### config.mk
export PLATFORM = sky130hd
export DESIGN_NAME = biriscv_fetch_unit
export DESIGN_NICKNAME = d
export VERILOG_FILES = /design/src/rtl/biriscv_fetch_pkg.sv /design/src/rtl/biriscv_fetch_skid.sv /design/src/rtl/biriscv_fetch_unit.sv
export SDC_FILE = /design/constraint.sdc
export NUM_CORES = 1
export LEC_CHECK = 0
export ABC_AREA = 1
export ABC_CLOCK_PERIOD_IN_PS = 1600
export CAP_MARGIN = 20
export CORE_MARGIN = 8
export CORE_UTILIZATION = 37
export DETAILED_ROUTE_END_ITERATION = 8
export PLACE_DENSITY = 0.73
export RECOVER_POWER = 100
export SLEW_MARGIN = 25
export SYNTH_ARGS = -nofsm -noshare
export SYNTH_HDL_FRONTEND = slang
export SYNTH_SLANG_ARGS = --single-unit
### constraint.sdc
create_clock -name clk_i -period 1.6 [get_ports clk_i]
set_clock_uncertainty 0.1 [all_clocks]
set_input_delay 0.24 -clock clk_i [delete_from_list [all_inputs] [get_ports clk_i]]
set_output_delay 0.24 -clock clk_i [all_outputs]
set_load 0.01 [all_outputs]
### src/rtl/biriscv_fetch_pkg.sv
// Shared types for the biRISC-V fetch front end.
// State encoding, bundle layout and filler instruction.
package biriscv_fetch_pkg;

  typedef enum logic [1:0] {
    ST_FETCH = 2'd0,
    ST_WAIT  = 2'd1,
    ST_DRAIN = 2'd2
  } fetch_state_e;

  localparam logic [31:0] NOP_INSTR_C = 32'h0000_0013;
  localparam int          BUNDLE_W    = 64 + 32 + 2 + 2;

  typedef struct packed {
    logic [63:0] instr;
    logic [31:0] pc;
    logic [1:0]  pred;
    logic        fault_fetch;
    logic        fault_page;
  } fetch_bundle_t;

endpackage

### src/rtl/biriscv_fetch_skid.sv
// One-entry skid buffer with valid/accept and flush.
// Passes input through when empty, holds a stalled beat otherwise.
module biriscv_fetch_skid
  import biriscv_fetch_pkg::*;
#(
  parameter int W = BUNDLE_W
) (
  input  logic         clk_i,
  input  logic         rst_ni,
  input  logic         flush_i,
  input  logic         in_valid_i,
  input  logic [W-1:0] in_data_i,
  input  logic         out_accept_i,
  output logic         out_valid_o,
  output logic [W-1:0] out_data_o,
  output logic         full_o
);

  logic         full_q, full_d;
  logic [W-1:0] data_q, data_d;

  always_comb begin
    full_d = full_q;
    data_d = data_q;
    if (flush_i) begin
      full_d = 1'b0;
    end else if (full_q) begin
      if (out_accept_i) full_d = 1'b0;
    end else if (in_valid_i && !out_accept_i) begin
      full_d = 1'b1;
      data_d = in_data_i;
    end
  end

  always_ff @(posedge clk_i or negedge rst_ni) begin
    if (!rst_ni) begin
      full_q <= 1'b0;
      data_q <= '0;
    end else begin
      full_q <= full_d;
      data_q <= data_d;
    end
  end

  assign out_valid_o = full_q | in_valid_i;
  assign out_data_o  = full_q ? data_q : in_data_i;
  assign full_o      = full_q;

endmodule

### src/rtl/biriscv_fetch_unit.sv
// Fetch stage: owns the fetch PC, issues 64-bit icache reads
// and hands {instr, pc, pred, fault} bundles to decode.
module biriscv_fetch_unit
  import biriscv_fetch_pkg::*;
#(
  parameter logic [31:0] BOOT_PC   = 32'h8000_0000,
  parameter logic [31:0] NOP_INSTR = NOP_INSTR_C
) (
  input  logic        clk_i,
  input  logic        rst_ni,
  output logic        fetch_valid_o,
  output logic [63:0] fetch_instr_o,
  output logic [31:0] fetch_pc_o,
  output logic [1:0]  fetch_pred_branch_o,
  output logic        fetch_fault_fetch_o,
  output logic        fetch_fault_page_o,
  input  logic        fetch_accept_i,
  input  logic        branch_request_i,
  input  logic [31:0] branch_pc_i,
  output logic        icache_rd_o,
  output logic [31:0] icache_pc_o,
  input  logic        icache_accept_i,
  input  logic        icache_valid_i,
  input  logic [63:0] icache_inst_i,
  input  logic        icache_error_i,
  input  logic        icache_page_fault_i,
  output logic [31:0] pc_f_o,
  input  logic [31:0] next_pc_f_i,
  input  logic [1:0]  next_taken_f_i
);

  fetch_state_e state_q, state_d;
  logic [31:0]  pc_q, pc_d;
  logic [31:0]  pc_req_q, pc_req_d;
  logic [1:0]   pred_q, pred_d;
  logic         stop_q, stop_d;

  logic          resp_valid;
  logic          resp_fault;
  logic          launch;
  logic [1:0]    pred_mask;
  logic [31:0]   seq_pc;
  logic [31:0]   npc;
  fetch_bundle_t resp_b;
  fetch_bundle_t out_b;
  logic          skid_valid;
  logic          skid_full;
  logic [BUNDLE_W-1:0] skid_data;

  always_comb begin
    resp_valid = (state_q == ST_WAIT) & icache_valid_i
               & ~branch_request_i;
    resp_fault = icache_error_i | icache_page_fault_i;

    // back-to-back issue only when the current bundle leaves now
    icache_rd_o = rst_ni & ~skid_full & ~stop_q
                & ((state_q == ST_FETCH)
                 | (resp_valid & ~resp_fault & fetch_accept_i));
    launch = icache_rd_o & icache_accept_i;

    pred_mask = {next_taken_f_i[1], next_taken_f_i[0] & ~pc_q[2]};
    seq_pc    = {pc_q[31:3] + 29'd1, 3'b000};
    npc       = (|pred_mask) ? next_pc_f_i : seq_pc;

    resp_b.instr = resp_fault ? 64'd0
                 : {icache_inst_i[63:32],
                    pc_req_q[2] ? NOP_INSTR : icache_inst_i[31:0]};
    resp_b.pc          = pc_req_q;
    resp_b.pred        = pred_q;
    resp_b.fault_fetch = icache_error_i;
    resp_b.fault_page  = icache_page_fault_i;
  end

  always_comb begin
    state_d  = state_q;
    pc_d     = pc_q;
    pc_req_d = pc_req_q;
    pred_d   = pred_q;
    stop_d   = stop_q;

    unique case (state_q)
      ST_FETCH: if (launch) state_d = ST_WAIT;
      ST_WAIT:  if (icache_valid_i) state_d = ST_FETCH;
      ST_DRAIN: if (icache_valid_i) state_d = ST_FETCH;
      default:  state_d = ST_FETCH;
    endcase

    if (launch) begin
      state_d  = ST_WAIT;
      pc_d     = npc;
      pc_req_d = pc_q;
      pred_d   = pred_mask;
    end

    if (resp_valid && resp_fault) stop_d = 1'b1;

    if (branch_request_i) begin
      pc_d   = branch_pc_i;
      stop_d = 1'b0;
      unique case (state_q)
        ST_FETCH: state_d = launch ? ST_DRAIN : ST_FETCH;
        ST_WAIT:  state_d = icache_valid_i ? ST_FETCH : ST_DRAIN;
        default:  ;
      endcase
    end
  end

  always_ff @(posedge clk_i or negedge rst_ni) begin
    if (!rst_ni) begin
      state_q  <= ST_FETCH;
      pc_q     <= BOOT_PC;
      pc_req_q <= '0;
      pred_q   <= '0;
      stop_q   <= 1'b0;
    end else begin
      state_q  <= state_d;
      pc_q     <= pc_d;
      pc_req_q <= pc_req_d;
      pred_q   <= pred_d;
      stop_q   <= stop_d;
    end
  end

  biriscv_fetch_skid #(
    .W(BUNDLE_W)
  ) u_skid (
    .clk_i       (clk_i),
    .rst_ni      (rst_ni),
    .flush_i     (branch_request_i),
    .in_valid_i  (resp_valid),
    .in_data_i   (resp_b),
    .out_accept_i(fetch_accept_i),
    .out_valid_o (skid_valid),
    .out_data_o  (skid_data),
    .full_o      (skid_full)
  );

  always_comb begin
    out_b = fetch_bundle_t'(skid_data);
    fetch_valid_o = skid_valid & ~branch_request_i & rst_ni;
    fetch_instr_o       = fetch_valid_o ? out_b.instr : 64'd0;
    fetch_pc_o          = fetch_valid_o ? out_b.pc : 32'd0;
    fetch_pred_branch_o = fetch_valid_o ? out_b.pred : 2'd0;
    fetch_fault_fetch_o = fetch_valid_o & out_b.fault_fetch;
    fetch_fault_page_o  = fetch_valid_o & out_b.fault_page;
  end

  assign icache_pc_o = {pc_q[31:3], 3'b000};
  assign pc_f_o      = pc_q;

endmodule
==> impl_metrics.toml, run 1 <==
[global_route]
grt_pass1_vias = 10500
grt_first_pass_wirelength_mm = 53.4
antenna_found_initial = 1
grt_max_degree = 91
grt_usage_pct = 20.9
grt.overflow.total = 0

[placement]
gp_congestion = 0.926
io_buffers = 300
dp_hpwl_mm = 25.9
dp_cells = 2147

[cts]
cts_root_buf = "clkbuf_16"
cts_tree = "done"
htreeDepth = 4
clock_latency_ns = 0.43
cts_buffer_depth = 2
clkTransAtPathRegs_ns = 0.07
clock_sinks = 170
cts_buffers = 17

[worst_setup_path]
cp_num_buf_inv = 4
cp_common_cell = "nor2_4"
cp_max_fo = 7
crit_type = "reg -> out"
cp-start-kind = "flip-flop"
critPathTopFamily = "buffers and inverters"
cpPeakStageDelay_ns = 0.39
crit_required_ns = 1.26
crit_chain = "inv_2 > ha_4 > nand2_4 > nor2_4 > a21oi_2 > nor2_4 > buf_12 > buf_8 > o21ai_1 > a21oi_1 > buf_2"
cp-end-kind = "output pin"
worst_path_max_delay_cell = "dfrtp_1"
critPathArrivalTime_ns = 2.18

[timing]
slew_headroom_pct = 4.20
tightest_slew_ns = 1.44
slew_viol_final = 0
fin_crit_ns = 2.52
worst_slack_ns = -0.924
max_freq_ghz = 0.396
finalCritPeriodShare_pct = 158
hold_ws_ns = 0.153
rsz0062_at_grt = "yes"
hold_viol = 0
setup_viol_count_final = 355

[route]
ant_nets = 0
via_per_inst = 5.16
wl_per_cell_um = 18.4
drt_wl_total_mm = 41.7
dr_total_vias = 11700
remaining_drc_errors = 0
drt_pass1_iterations = 5
first_iter_violations = 915

[power]
seq_power_share_pct = 35.6
ir_drop_v = 0.000570
p_sw_share_pct = 36.5
intPower_uw = 11600
power_frac_clock_pct = 22.9
p_sw_uw = 6670
powerDensity_nw_per_um2 = 1080
leakage_uw = 0.00845
p_comb_share_pct = 41.5

[floorplanning]
fp.coreArea_um2 = 26100
pin_count = 304
die_area_um2 = 32100
start_util_pct = 37.7
die_h_um = 179
die_w_um = 179
rows = 59

[cells_and_area]
finalNonFillerCells = 2269
n_fill_cell = 2154
n_antenna_cell = 0
seqCellArea_um2 = 4280
multiInputGateArea_um2 = 5280
syn_to_final_growth_pct = 71.5
drive_above_1_share_pct = 30.0
nNetsFinal = 2064

[logic_synthesis]
ys_warn_count = 0
syn-cell-area_um2 = 9850
synth_cells = 1439
synth-seq-area-share_pct = 43.2
ys_seq_elements = 170
synth_cell_types = 28
avgSynthCellArea_um2 = 6.84

[job]
max-cap-violations = 0

[status]
outcome = "finished, violations left"
violations = "negative setup slack"

[hold_path]
hold_class = "in -> reg"
-- metrics by stage --
step | area (um^2) | util, % | TNS (ns) | power (uW) | worst slack [ns]
after floorplan | 10200 | - | -23.16 | 9660 | -0.222
after global placement | 14600 | 55.9 | -155.93 | 12400 | -1.04
after detailed placement | 14600 | 55.9 | -162.56 | 12600 | -1.03
after CTS | 15100 | 57.8 | -149.98 | 16800 | -1.22
after global routing | 16900 | 64.6 | -216.09 | 19400 | -1.04
final | 16900 | 64.6 | -156.50 | 18300 | -0.924
-- area by class of cell --
type,count,share of cell area [%]
sequential,170,25.3
multi-input combinational,1047,31.3
tap,335,2.48
clock buffer,19,2.62
timing repair buffer,577,35.0
clock inverter,12,0.822
inverter,109,2.51
-- what timing repair did --
item	in CTS	in global routing
setup buffers	0	40
hold endpoints to repair	52	52
pin swaps	0	13
cloned	0	51
setup endpoints to repair	331	331
resized for setup	214	543
-- worst register-to-register path: cells and delay by family (launching register included) --
kind / cells / cell delay, ns
flip-flops: 1 / 0.39
buffers and inverters: 7 / 0.83
adder cells (fa/ha/maj): 1 / 0.14
AND/OR/NAND/NOR: 8 / 0.52
-- final timing paths --
kind                       slack [ns]               from                end  cells after the start
hold reg to reg                  0.39  u_skid.data_q[52]  u_skid.data_q[52]                      2
setup reg to reg                -0.51         state_q[1]         pc_f_o[24]                     16
setup / recovery                -0.92         state_q[1]   fetch_instr_o[6]                     11
hold / removal                   0.15   branch_request_i      u_skid.full_o                      4
min in group asynchronous        0.22             rst_ni       pc_req_q[23]                      2
max in group asynchronous       -0.24             rst_ni  u_skid.data_q[92]                      3
-- power groups by stage --
stage / clock network [uW] / registers [uW] / logic [uW]
detailed placement: 0 / 6500 / 6090
global placement: 0 / 6450 / 5970
global route: 4450 / 6620 / 8280
floorplan: 0 / 6410 / 3240
CTS: 4280 / 6440 / 6120
finish: 4190 / 6510 / 7580
-- routing by layer --
| metal | GRT usage (%) | up-vias | wire, um |
|---|---|---|---|
| li1 | - | 5545 | - |
| met1 | 26.9 | 5458 | 16900 |
| met2 | 34.1 | 598 | 19600 |
| met3 | 4.74 | 100 | 3670 |
| met4 | 7.53 | 2 | 1560 |
| met5 | 0 | - | 8 |
-- cell families after synthesis --
family,synth area share [%]
flops,43.2
fa+ha+maj,0.508
other cells,0.0381
xor+xnor,0.0890
buf+inv,10.7
compound gates,14.7
simple gates,30.7
-- placed cells by master, fill, tap and decap left out, types with 4 or more instances in the layout --
master | Yosys | routed
nand2_1 | 456 | 428
buf_4 | 39 | 191
dfrtp_1 | 169 | 155
clkdlybuf4s50_1 | 0 | 135
nor2_1 | 167 | 132
o21ai_1 | 20 | 116
inv_1 | 102 | 100
nand3_1 | 99 | 96
buf_2 | 37 | 74
a21oi_1 | 103 | 70
dlymetal6s2s_1 | 0 | 61
buf_6 | 0 | 46
clkbuf_16 | 0 | 44
o21ai_0 | 162 | 42
buf_12 | 0 | 30
nand2_2 | 5 | 28
o21ai_2 | 0 | 24
nor2_4 | 5 | 22
nor2_2 | 3 | 21
a21oi_2 | 0 | 19
a21oi_4 | 0 | 14
dfrtp_2 | 0 | 13
inv_2 | 7 | 7
nand4_1 | 7 | 7
nand3_4 | 1 | 7
buf_8 | 0 | 6
inv_6 | 0 | 4
-- synthesized netlist by cell type, drive strengths merged --
cell type | instances | area (um^2)
buf | 83 | 504
a21oi | 103 | 515
o21ai | 182 | 911
and2 | 1 | 6.26
inv | 109 | 409
clkbuf | 37 | 139
ha | 4 | 50.1
a22o | 1 | 8.76
xnor2 | 1 | 8.76
dfstp | 1 | 26.3
dfrtp | 169 | 4230
conb | 1 | 3.75
nand2 | 461 | 1740
nor2 | 175 | 702
nand4 | 7 | 43.8
nor3 | 1 | 10.0
o211ai | 1 | 7.51
nand3 | 101 | 523
a21boi | 1 | 7.51
-- registers in the layout, indices dropped and copies added (netlist names) --
name and count:
state_q 2, stop_q 1, pred_q 2, u_skid.full_o 1
u_skid.data_q 100, pc_req_q 32, pc_f_o 32
Power figures use the tool's default switching activity.
==> run 2: changes to the inputs <==
--- a/config.mk
+++ b/config.mk
@@ -8,9 +8,11 @@
 export ABC_AREA = 1
 export ABC_CLOCK_PERIOD_IN_PS = 1600
 export CAP_MARGIN = 20
+export CORE_ASPECT_RATIO = 0.6
 export CORE_MARGIN = 8
 export CORE_UTILIZATION = 37
 export DETAILED_ROUTE_END_ITERATION = 8
+export HOLD_SLACK_MARGIN = 0.15
 export PLACE_DENSITY = 0.73
 export RECOVER_POWER = 100
 export SLEW_MARGIN = 25
==> run 2 against run 1 <==
  * The run still ends with negative setup slack left
  * Sequential share of layout area up 1.1 points
  * Die area is 0.54% higher
  * Hold slack worse by 0.11 ns
  * First-iteration DRC count increased by 8.0%
  * Final area down 4.5%
  * Combinational power fell by 5.3%
  * Global-route usage up 2.3 points
  * Wire length fell by 8.3%
  * Final cell count decreased by 0.97%
  * Non-clock buffer count decreased by 43
  * Power fell by 2.6%
  * Largest power group unchanged
==> impl_metrics.toml, run 2 (same netlist as run 1, synthesis figures left out) <==
[timing]
setup_tns_ns = -168.39
hold_ws_ns = 0.0433
finalCritPeriodShare_pct = 166
max_freq_ghz = 0.377
rsz0062_at_grt = "yes"
worst_slack_ns = -1.05
hold_viol = 0
setup_viol_count_final = 330
tightest_slew_ns = 1.19
slew_headroom_pct = 20.7
slew_viol_final = 0
fin_crit_ns = 2.65

[route]
drt_pass1_iterations = 5
drt_wl_total_mm = 38.3
via_per_inst = 5.00
dr_total_vias = 11200
ant_nets = 0
first_iter_violations = 988
remaining_drc_errors = 0
wl_per_cell_um = 17.0

[floorplanning]
die_w_um = 227
fp.coreArea_um2 = 26300
pin_count = 304
die_h_um = 142
start_util_pct = 37.4
rows = 46
die_area_um2 = 32300

[cts]
cts_buffers = 17
cts_root_buf = "clkbuf_16"
clock_latency_ns = 0.44
htreeDepth = 4
cts_buffer_depth = 2
clkTransAtPathRegs_ns = 0.07
clock_sinks = 170
cts_tree = "done"

[global_route]
grt.overflow.total = 0
grt_max_degree = 72
grt_first_pass_wirelength_mm = 59.6
grt_usage_pct = 23.2
antenna_found_initial = 0
grt_pass1_vias = 11000

[power]
ir_drop_v = 0.000717
seq_power_share_pct = 36.6
p_sw_uw = 6460
power_frac_clock_pct = 23.0
p_comb_share_pct = 40.3
intPower_uw = 11400
leakage_uw = 0.00745
powerDensity_nw_per_um2 = 1100
p_sw_share_pct = 36.3
p_total_uw = 17800

[worst_setup_path]
cp-end-kind = "output pin"
critPathArrivalTime_ns = 2.31
cp_max_fo = 7
crit_type = "reg -> out"
crit_required_ns = 1.26
cp-start-kind = "flip-flop"

[cells_and_area]
largest_register_ff_count = 100
final_cell_mix = "nand2_1, clkdlybuf4s50_1, dfrtp_1, buf_4, nor2_1"
nNetsFinal = 2016
n_antenna_cell = 0
drive_above_1_share_pct = 26.5
finalNonFillerCells = 2247
regMostFlops = "u_skid.data_q"
final_common_cell = "nand2_1"
syn_to_final_growth_pct = 63.9

[placement]
gp_congestion = 0.930
io_buffers = 300
dp_cells = 2160
dp_hpwl_mm = 26.6

[status]
violations = "negative setup slack"
outcome = "finished, violations left"

[hold_path]
hold_class = "in -> async"

[job]
max-cap-violations = 0
run 2: cell types whose count changed in the layout (fill, tap and decap cells not counted), sizes merged:
cell,before,now
clkdlybuf4s50,135,195
bufinv,2,1
clkbuf,49,22
clkinvlp,3,4
clkdlybuf4s15,1,0
inv,114,112
clkinv,2,5
dlymetal6s2s,61,1
bufbuf,0,6
nand3,106,101
buf,350,329
run 2: power by group through the flow:
| stage | Combinational [uW] | Sequential [uW] | Clock (uW) |
|---|---|---|---|
| finish | 7180 | 6520 | 4100 |
| global route | 7900 | 6670 | 4370 |
| CTS | 6860 | 6460 | 4190 |
| detailed placement | 6080 | 6510 | 0 |
| global placement | 5900 | 6470 | 0 |
| floorplan | 3240 | 6410 | 0 |
run 2: metrics by stage:
stage               utilization (%)  setup slack [ns]  cell area [um^2]
finish                         61.4             -1.05             16100
global route                   61.4             -1.15             16100
CTS                            59.6             -1.10             15700
detailed placement             55.3            -0.996             14600
global placement               55.3            -0.952             14600
floorplan                         -            -0.222             10200
run 2: critical path: stages, from the launching register on:
cell and delay [ns]:
dfrtp_1 0.39, inv_2 0.08, ha_4 0.15, nand2_4 0.05
nor2_4 0.13, a21oi_4 0.05, nor2_4 0.14, buf_12 0.12
buf_12 0.11, inv_16 0.04, buf_12 0.13, buf_12 0.13
buf_6 0.11, a21oi_4 0.11, buf_6 0.12
run 2: layer usage:
layer	GRT usage, %	vias to the layer above	wire length [um]
met1	30.7	5355	17000
met3	7.84	65	3240
met4	7.15	0	905
li1	-	5430	-
met5	0	-	0
met2	35.5	389	17200
run 2: area by class of cell:
cell class | count | area (um^2)
Multi-Input combinational cell | 1042 | 5190
Tap cell | 360 | 450
Sequential cell | 170 | 4260
Fill cell | 2301 | 10200
Timing Repair Buffer | 534 | 5240
Clock inverter | 13 | 119
Inverter | 109 | 425
Clock buffer | 19 | 453
run 2: worst paths after layout:
check / endpoint / startpoint / slack, ns / cells past startpoint
worst max register to register: pc_f_o[22] / state_q[1] / -0.65 / 16
worst min register to register: pc_req_q[21] / pc_req_q[21] / 0.38 / 2
worst max-delay path: fetch_instr_o[35] / state_q[1] / -1.05 / 14
min in group clk_i: u_skid.full_o / branch_request_i / 0.12 / 4
max in group asynchronous: u_skid.full_o / rst_ni / 0.09 / 3
worst min-delay path: pc_f_o[14] / rst_ni / 0.04 / 2
run 2: repair_timing:
item | in CTS | in global routing
endpoints found under the setup margin | 331 | 331
buffers inserted | 27 | 18
gates resized for setup | 462 | 156
hold endpoints to repair | 39 | 39
pin swaps | 5 | 7
gates cloned | 12 | 2
